$ cat src/rtl/bcd_updown_counter.sv
// Up/down packed-BCD counter with modulus, parallel load, sticky overflow and cascade tc.
// Define BCD_CNT_SAT_EN to saturate at the count limits instead of wrapping.
module bcd_updown_counter #(
  parameter int DIGITS = 2,
  parameter int MODULO = 100
) (
  input  logic                clk_div,
  input  logic                rst,
  input  logic                en,
  input  logic                up,
  input  logic                load,
  input  logic [4*DIGITS-1:0] din,
  input  logic                clr_ovf,
  output logic [4*DIGITS-1:0] dout,
  output logic                tc,
  output logic                ovf,
  output logic                load_err
);

  localparam int W = 4 * DIGITS;

  function automatic logic [W-1:0] to_bcd(input int v);
    logic [W-1:0] res;
    int r;
    res = '0;
    r   = v;
    for (int i = 0; i < DIGITS; i++) begin
      res[4*i +: 4] = 4'(r % 10);
      r = r / 10;
    end
    return res;
  endfunction

  function automatic logic bcd_valid(input logic [W-1:0] v);
    logic ok;
    ok = 1'b1;
    for (int i = 0; i < DIGITS; i++)
      if (v[4*i +: 4] > 4'd9) ok = 1'b0;
    return ok;
  endfunction

  function automatic logic [W-1:0] bcd_inc(input logic [W-1:0] v);
    logic [W-1:0] res;
    logic         carry;
    res   = v;
    carry = 1'b1;
    for (int i = 0; i < DIGITS; i++) begin
      if (carry) begin
        if (v[4*i +: 4] == 4'd9) begin
          res[4*i +: 4] = 4'd0;
        end else begin
          res[4*i +: 4] = v[4*i +: 4] + 4'd1;
          carry = 1'b0;
        end
      end
    end
    return res;
  endfunction

  function automatic logic [W-1:0] bcd_dec(input logic [W-1:0] v);
    logic [W-1:0] res;
    logic         borrow;
    res    = v;
    borrow = 1'b1;
    for (int i = 0; i < DIGITS; i++) begin
      if (borrow) begin
        if (v[4*i +: 4] == 4'd0) begin
          res[4*i +: 4] = 4'd9;
        end else begin
          res[4*i +: 4] = v[4*i +: 4] - 4'd1;
          borrow = 1'b0;
        end
      end
    end
    return res;
  endfunction

  // With valid digits, packed BCD orders the same as its decimal value.
  localparam logic [W-1:0] MAX_BCD = to_bcd(MODULO - 1);

  logic           at_max;
  logic           at_zero;
  logic           load_ok;
  logic [W-1:0]   next_count;

  always_comb begin
    at_max  = (dout == MAX_BCD);
    at_zero = (dout == '0);
    tc      = en & ~load & ((up & at_max) | (~up & at_zero));
    load_ok = bcd_valid(din) && (din <= MAX_BCD);
`ifdef BCD_CNT_SAT_EN
    if (tc)
      next_count = dout;
    else
      next_count = up ? bcd_inc(dout) : bcd_dec(dout);
`else
    if (up)
      next_count = at_max ? '0 : bcd_inc(dout);
    else
      next_count = at_zero ? MAX_BCD : bcd_dec(dout);
`endif
  end

  // tc marks exactly the edges that wrap (or saturate), so it also drives ovf.
  always_ff @(posedge clk_div) begin
    if (rst) begin
      dout     <= '0;
      ovf      <= 1'b0;
      load_err <= 1'b0;
    end else begin
      load_err <= load & ~load_ok;
      if (load) begin
        if (load_ok) dout <= din;
      end else if (en) begin
        dout <= next_count;
      end
      ovf <= tc | (ovf & ~clr_ovf);
    end
  end

endmodule

$ cat config.mk
export PLATFORM = sky130hd
export DESIGN_NAME = bcd_updown_counter
export DESIGN_NICKNAME = d
export VERILOG_FILES = /design/src/rtl/bcd_updown_counter.sv
export SDC_FILE = /design/constraint.sdc
export NUM_CORES = 1
export LEC_CHECK = 0
export CORE_AREA = 10 10 55 57
export DETAILED_ROUTE_END_ITERATION = 8
export DIE_AREA = 0 0 65 67
export GPL_ROUTABILITY_DRIVEN = 0
export GPL_TIMING_DRIVEN = 0
export PLACE_DENSITY = 0.75
export SETUP_SLACK_MARGIN = 0.15
export SYNTH_ARGS = -nofsm -noshare
export SYNTH_HDL_FRONTEND = slang
export SYNTH_SLANG_ARGS = --single-unit
$ cat constraint.sdc
create_clock -name clk_div -period 2.75 [get_ports clk_div]
set_input_delay 0.6875 -clock clk_div [delete_from_list [all_inputs] [get_ports clk_div]]
set_output_delay 0.6875 -clock clk_div [all_outputs]
set_load 0.03 [all_outputs]
Word level (Yosys, flattened, before mapping)
Index checks and enable logic that the tools add are counted.
{"block": "op_classes", "n_addsub": 4, "magnitude_cmp": 3, "n_eq_ne": 5, "muxes": 18, "bitwise_logic": 12, "reduce_logical": 8}
{"op": "8-bit 2-to-1 mux", "count": 6}
{"op": "4-bit 2-to-1 mux", "count": 6}
{"op": "4-bit by 1-bit adder with 4-bit output (second input constant)", "count": 2}
{"op": "4-bit == test (second input constant)", "count": 2}
{"op": "8-bit == test (second input constant)", "count": 1}
{"op": "4-bit greater-than comparator (second input constant)", "count": 2}
{"op": "8-bit less-or-equal comparator (second input constant)", "count": 1}
{"op": "4-bit zero test", "count": 2}
{"op": "8-bit zero test", "count": 1}
{"op": "4-bit by 1-bit subtractor with 4-bit output (second input constant)", "count": 2}
{"op": "1-bit AND", "count": 6}
{"op": "1-bit 2-to-1 mux", "count": 6}
{"op": "4-bit by 1-bit inequality test with 1-bit output (second input constant)", "count": 1}
{"op": "1-bit NOT", "count": 4}
{"op": "4-bit AND reduction", "count": 1}
{"op": "4-bit nonzero test", "count": 1}
{"op": "2-bit by 1-bit inequality test with 1-bit output (second input constant)", "count": 1}
{"op": "1-bit bitwise OR", "count": 2}
{"op": "2-bit AND reduction", "count": 1}
{"op": "2-bit nonzero test", "count": 1}
{"op": "1-bit logical AND", "count": 1}
{"block": "word_totals", "ff_bits": 10}

Depth between registers and ports, before layout
Gate-level depths: netlist (run 1).
{"block": "logic_depth", "depth_word": 8, "ltp_mapped": 7, "ltp_nobuf": 6}

Worst setup path after synthesis (run 1)
No wires, ideal clock.
{"block": "synth_path", "path_type": "register to output", "startpoint": "reg dout[1]", "endpoint": "out tc", "t_arrival_ns": 1.872, "required_ns": 2.062, "setup_slack_ns": 0.190, "path_stages_with_launch": 6, "n_path_buf": 0, "cell_sequence": "dfxtp_1 -> inv_1 -> ha_1 -> or3b_4 -> or3_1 -> a21oi_2"}
{"block": "synth_between", "elab_chain_len": 4}
{"element": "start, declared", "line": "14", "source": "output logic [4*DIGITS-1:0] dout,"}
{"element": "start signal, assigned", "line": "113", "source": "if (load_ok) dout <= din;"}
{"element": "start signal, assigned", "line": "115", "source": "dout <= next_count;"}
{"element": "8-bit == test / 8-bit zero test (equally long branches)", "line": "87, 88"}
{"element": "1-bit AND", "line": "89", "source": "tc = en & ~load & ((up & at_max) | (~up & at_zero));"}
{"element": "1-bit bitwise OR (*)", "line": "89"}
{"element": "1-bit AND (*)", "line": "89"}
{"element": "end, declared", "line": "15", "source": "output logic tc,"}
Every way passes the cells marked *; elsewhere a longest branch is shown, timed or not.

Worst setup path in the final report (run 1)
{"block": "layout_path", "startpoint": "reg dout[5]", "endpoint": "out tc"}
Same word-level chain as after synthesis.

==> results of run 1 <==
==> flip-flops by register name, summed over array words and instances (netlist names) <==
register and count:
ovf 1, load_err 1, dout 8
==> area by class of cell <==
type	instances	area, sq um	share of cell area, %
Buffer	5	37.5	2.91
Clock buffer	3	22.5	1.75
Inverter	8	32.5	2.52
Multi-Input combinational cell	87	666	51.6
Sequential cell	10	213	16.5
Tap cell	27	33.8	2.62
Timing Repair Buffer	30	285	22.1
==> synth_stat cells, types with 2 or more instances <==
cell	n
nand2_1	3
ha_1	6
a311oi_1	2
dfxtp_1	10
nor2_1	7
inv_1	8
a211oi_1	2
nand3b_1	2
nand2b_1	3
and3b_1	2
clkbuf_1	4
o21ai_0	8
nand3_1	6
a21oi_1	5
nor3_1	5
a221oi_1	3
nor2b_1	2
o32ai_1	2
xnor2_1	2
o211ai_1	3
o21a_1	2
or3b_1	2
==> timing repair <==
| action | in CTS | in global routing |
|---|---|---|
| pin swaps | 2 | 0 |
| setup buffers | 6 | 0 |
| setup endpoints to repair | 1 | 1 |
| hold buffers | 0 | 0 |
| gates resized for setup | 30 | 1 |
==> per-stage QoR <==
step	TNS (ns)	std cells	power [W]	hold WS [ns]	cell area, sq um
after global routing	0	170	0.000551	0.586	1290
after global placement	-0.593	161	0.000375	0.568	1160
after floorplan	0	110	0.000303	0.656	882
after detailed placement	-0.569	161	0.000378	0.582	1160
after CTS	0	170	0.000514	0.538	1290
final	0	170	0.000517	0.545	1290
==> worst paths after layout <==
path / startpoint / to / slack, ns / cells after the start
max: dout[5]$_SDFFE_PP0P_ / tc / 0.16 / 6
min: dout[4]$_SDFFE_PP0P_ / dout[4]$_SDFFE_PP0P_ / 0.54 / 2
max reg2reg: dout[1]$_SDFFE_PP0P_ / dout[2]$_SDFFE_PP0P_ / 0.77 / 8
min reg2reg: dout[4]$_SDFFE_PP0P_ / dout[4]$_SDFFE_PP0P_ / 0.54 / 2
==> layer usage <==
layer	wire length, um	share of wire (%)
met5	0	0
met4	42	1.5
met3	218	7.9
met2	1280	47
met1	1210	44
==> worst min-delay path, delay by kind of cell, from the launching register on <==
family | cells | cell delay (ns)
DFF | 1 | 0.34
AOI/OAI and AO/OA | 1 | 0.09
buffers and inverters | 1 | 0.07
==> cells by family after synthesis <==
kind of cell	count (synthesis)	share of synthesized area, %
AOI/OAI and AO/OA	40	33.9
DFF	10	22.7
and+or+nand+nor	39	26.5
buffers and inverters	13	6.38
xor gates and xnor gates	2	1.99
adders and majority gates	6	8.51
==> power by group <==
group	leakage, nW	internal [W]	switching, W
logic	0.384	0.000117	0.000119
clock network	0.0138	0.0000508	0.0000550
registers	0.0846	0.000158	0.0000167
==> impl_metrics.json, run 1 <==
{
  "cap_violations": 0,
  "yosysTopAreaCell": "dfxtp_1",
  "fin_ws_ns": 0.160,
  "vias": 982,
  "die_area_sq_mm": 0.00436,
  "grt_use_met1_pct": 15.9,
  "max-clock-path-buffers": 2,
  "final_cell_mix": "22 x clkdlybuf4s50_1, 8 x o21ai_0, 7 x nor2_1",
  "cp_slowest_stage_delay_ns": 0.39,
  "synth.distinct_cells": 43,
  "leakage_nw": 0.482,
  "crit_path_end_kind": "output pin",
  "die_h_um": 67,
  "synth_ff_type": "dfxtp_1",
  "max_slew.worst_pin.slew_ns": 0.536,
  "ant_nets": 0,
  "required_ns": 2.06,
  "setup_viol": 0,
  "ir_drop_v": 0.000313,
  "diodes": 0,
  "grtUsageMet3_pct": 4.68,
  "drive_gt1_share_pct": 21.0,
  "cts_max_level": 1,
  "fin_crit_ns": 2.59,
  "final_util_pct": 66.4,
  "yosys_warnings": 0,
  "drtPass1Iterations": 4,
  "ios": 25,
  "slowest_stage": "or3b_4",
  "synth_edf_count": 0,
  "cts_root_buf": "clkbuf_4",
  "worst-path-buf-inv": 2,
  "wire_per_inst_um": 16.2,
  "grt_pass1_vias": 1003,
  "io_buffers": 24,
  "numCtsBuffers": 3,
  "yosys_register_bits": 10,
  "clock_skew_ns": 0.0107,
  "clk_pin_slew_worst_paths_ns": 0.06,
  "drc": 0,
  "clock_latency_ns": 0.28,
  "dp_hpwl_mm": 1.95,
  "nets": 165,
  "p_per_area_mw_per_mm2": 401,
  "seq_area_frac_synth_pct": 22.7,
  "top_usage_layer": "met2",
  "async_reset_ff_share_pct": 0,
  "post-place-ws_ns": -0.569,
  "grtUsageMet2_pct": 20.6,
  "max-slew-margin-rel_pct": 64.1,
  "grt_remaining_overflow": 0,
  "clock-sinks": 10,
  "rsz0062_at_grt": "true",
  "fillCellCount": 173,
  "layout_commonest_cell": "clkdlybuf4s50_1",
  "outcome": "finished clean",
  "avgViaCountPerCell": 5.78,
  "die_w_um": 65,
  "grt_pass1_wl_mm": 4.69,
  "netlist_instances": 110,
  "worstSetupPathType": "flip-flop to output pin",
  "slew_violations": 0,
  "syn_avg_cell_area_sq_um": 8.02,
  "hold_path.class": "flip-flop to flip-flop",
  "crit_fanout": 6,
  "synth_fp_nets": 130,
  "synth_top_area_share_pct": 22.7,
  "rows": 16,
  "arrival_ns": 1.90,
  "path_delay_family": "simple AND/OR/NAND/NOR gates",
  "worstPathCellList": "inv_2, ha_4, or3b_4, or3_4, a21oi_4, buf_6",
  "netlist_top_cells_area": "dfxtp_1 23%, ha_1 8.5%, o21ai_0 4.5%",
  "start_kind": "flip-flop",
  "synthesis.area_sq_um": 882,
  "drt_iter0_drc": 55,
  "fin_crit_sh_pct": 94.2,
  "cts_tree": "built",
  "grtUsageTotal_pct": 13.3,
  "antenna_found_initial": 0,
  "areaGrowthSynthToFinish_pct": 46.2,
  "coreArea_sq_mm": 0.00194,
  "hold_violations": 0,
  "max_freq_ghz": 0.386,
  "wl_mm": 2.75,
  "grt_max_degree": 11,
  "start_util_pct": 45.4
}
Note: power is estimated with default switching activity, not from simulation.
==> run 2: changes to the inputs <==
CORE_AREA = 10 10 51 61   (was 10 10 55 57)
DIE_AREA = 0 0 61 71   (was 0 0 65 67)
PLACE_DENSITY = 0.76   (was 0.75)
==> run 2 against run 1 <==
  * Global-route usage rose by 0.89 points
  * Flip-flop and latch count unchanged
  * Via count grew 7.7%
  * Register-to-register slack worse by 0.03 ns
  * Die area shrank 0.55%
  * Design area is 0.19% lower
  * Clock power about the same
  * Final cell count is 2.9% lower
  * Sequential share of layout area increased by 0.23 points
  * Maximum frequency decreased by 1.9%
  * Critical path depth unchanged
  * Non-clock buffer count rose by 2
  * Critical path type unchanged
  * Critical endpoint unchanged
  * Largest cell class unchanged
==> impl_metrics.json, run 2 (synthesis results as in run 1) <==
{
  "seqCellArea_sq_um": 215,
  "fin_ws_ns": 0.109,
  "io_buffers": 24,
  "clkPwrFrac_pct": 20.4,
  "cts_max_level": 1,
  "clock_latency_ns": 0.28,
  "grt_pass1_vias": 1103,
  "worstSetupPathType": "flip-flop to output pin",
  "post-place-ws_ns": -0.595,
  "die_h_um": 71,
  "max_freq_ghz": 0.379,
  "switching_power_w": 0.000200,
  "layout_commonest_cell": "clkdlybuf4s50_1",
  "power.total_w": 0.000531,
  "fillCellCount": 189,
  "die_w_um": 61,
  "reg.largest.list": "dout: 8 flops, load_err: 1 flops, ovf: 1 flops",
  "setup_viol": 0,
  "ant_nets": 0,
  "multi_input_area_sq_um": 653,
  "antenna_found_initial": 0,
  "slew_violations": 0,
  "clock_skew_ns": 0.00140,
  "drtPass1Iterations": 4,
  "grt_pass1_wl_mm": 4.97,
  "crit_fanout": 2,
  "grtUsageTotal_pct": 14.2,
  "p_int_w": 0.000331,
  "start_kind": "flip-flop",
  "clock-sinks": 10,
  "hold_path.class": "flip-flop to flip-flop",
  "required_ns": 2.06,
  "max_slew.worst_pin.slew_ns": 0.609,
  "nets": 167,
  "grt_remaining_overflow": 0,
  "diodes": 0,
  "wl_mm": 3.05,
  "fin_crit_sh_pct": 96.0,
  "grt_max_degree": 11,
  "die_area_sq_mm": 0.00433,
  "areaGrowthSynthToFinish_pct": 46.0,
  "combinationalPowerShare_pct": 46.8,
  "cts_tree": "built",
  "coreArea_sq_mm": 0.00198,
  "outcome": "finished clean",
  "cap_violations": 0,
  "clk_pin_slew_worst_paths_ns": 0.07,
  "wire_per_inst_um": 18.5,
  "largest_register": "dout",
  "largest_reg_flops": 8,
  "start_util_pct": 44.5,
  "cts_root_buf": "clkbuf_4",
  "leakage_nw": 0.488,
  "final_cell_mix": "22 x clkdlybuf4s50_1, 8 x o21ai_0, 8 x buf_4, 7 x nor2_1",
  "rsz0062_at_grt": "true",
  "drt_iter0_drc": 45,
  "fin_crit_ns": 2.64,
  "dp_hpwl_mm": 2.13,
  "drc": 0,
  "ios": 25,
  "max-slew-margin-rel_pct": 59.2,
  "ir_drop_v": 0.000303,
  "hold_violations": 0,
  "crit_path_end_kind": "output pin",
  "hold_buffers": 0,
  "arrival_ns": 1.95,
  "power.share.sequential_pct": 32.8,
  "rows": 18,
  "drive_gt1_share_pct": 20.7,
  "vias": 1058,
  "numCtsBuffers": 3,
  "p_per_area_mw_per_mm2": 413,
  "max-clock-path-buffers": 2,
  "avgViaCountPerCell": 6.41,
  "final_util_pct": 65.0,
  "swShare_pct": 37.7
}
run 2: per-stage QoR:
stage	hold WS, ns	instances	cell area (sq um)	setup TNS, ns
CTS	0.535	163	1270	0
global route	0.549	165	1290	0
floorplan	0.656	110	882	0
global placement	0.567	154	1150	-0.595
detailed placement	0.596	154	1150	-0.595
finish	0.537	165	1290	0
run 2: path summary, 6_finish.rpt:
kind | from | endpoint | slack, ns | cells after the start
hold reg to reg | dout[4]$_SDFFE_PP0P_ | dout[4]$_SDFFE_PP0P_ | 0.54 | 2
setup reg to reg | dout[1]$_SDFFE_PP0P_ | dout[6]$_SDFFE_PP0P_ | 0.74 | 7
setup / recovery | dout[1]$_SDFFE_PP0P_ | tc | 0.11 | 6
hold / removal | dout[4]$_SDFFE_PP0P_ | dout[4]$_SDFFE_PP0P_ | 0.54 | 2
run 2: power by group through the flow:
stage	registers [W]	clock network [W]	logic, W
6_report	0.000174	0.000108	0.000249
2_1_floorplan	0.000201	0	0.000102
3_5_place_dp	0.000181	0	0.000199
3_3_place_gp	0.000180	0	0.000195
5_1_grt	0.000176	0.000116	0.000267
4_1_cts	0.000174	0.000104	0.000237
run 2: cell type report:
cell class	count	share of cell area, %
Tap cell	20	1.94
Inverter	8	2.72
Timing Repair Buffer	32	23.3
Clock buffer	3	1.75
Sequential cell	10	16.7
Buffer	5	2.82
Multi-Input combinational cell	87	50.7
run 2: routing by layer:
| metal | GRT usage, % | wire length (um) | vias up |
|---|---|---|---|
| met2 | 24.4 | 1540 | 49 |
| li1 | - | - | 493 |
| met3 | 3.93 | 253 | 9 |
| met1 | 15.7 | 1200 | 507 |
| met5 | 0 | 0 | - |
| met4 | 5.62 | 55 | 0 |
run 2: what timing repair did:
action / 4_1_cts / 5_1_grt
pin swaps: 3 / 2
buffers inserted: 6 / 2
endpoints found under the setup margin: 1 / 1
gates resized for setup: 28 / 2
run 2: critical path: stages (launching register included):
cell and delay [ns]:
dfxtp_4 0.36, inv_4 0.06, ha_4 0.13, or3b_4 0.37, or3_1 0.39, a21oi_2 0.21, buf_6 0.16
==> run 3: changes to the inputs <==
CORE_AREA = 10 10 55 57   (was 10 10 51 61)
DIE_AREA = 0 0 65 67   (was 0 0 61 71)
PLACE_DENSITY = 0.75   (was 0.76)
==> results of run 3 <==
No change in the layout: final DEF, timing and power equal those of run 1.
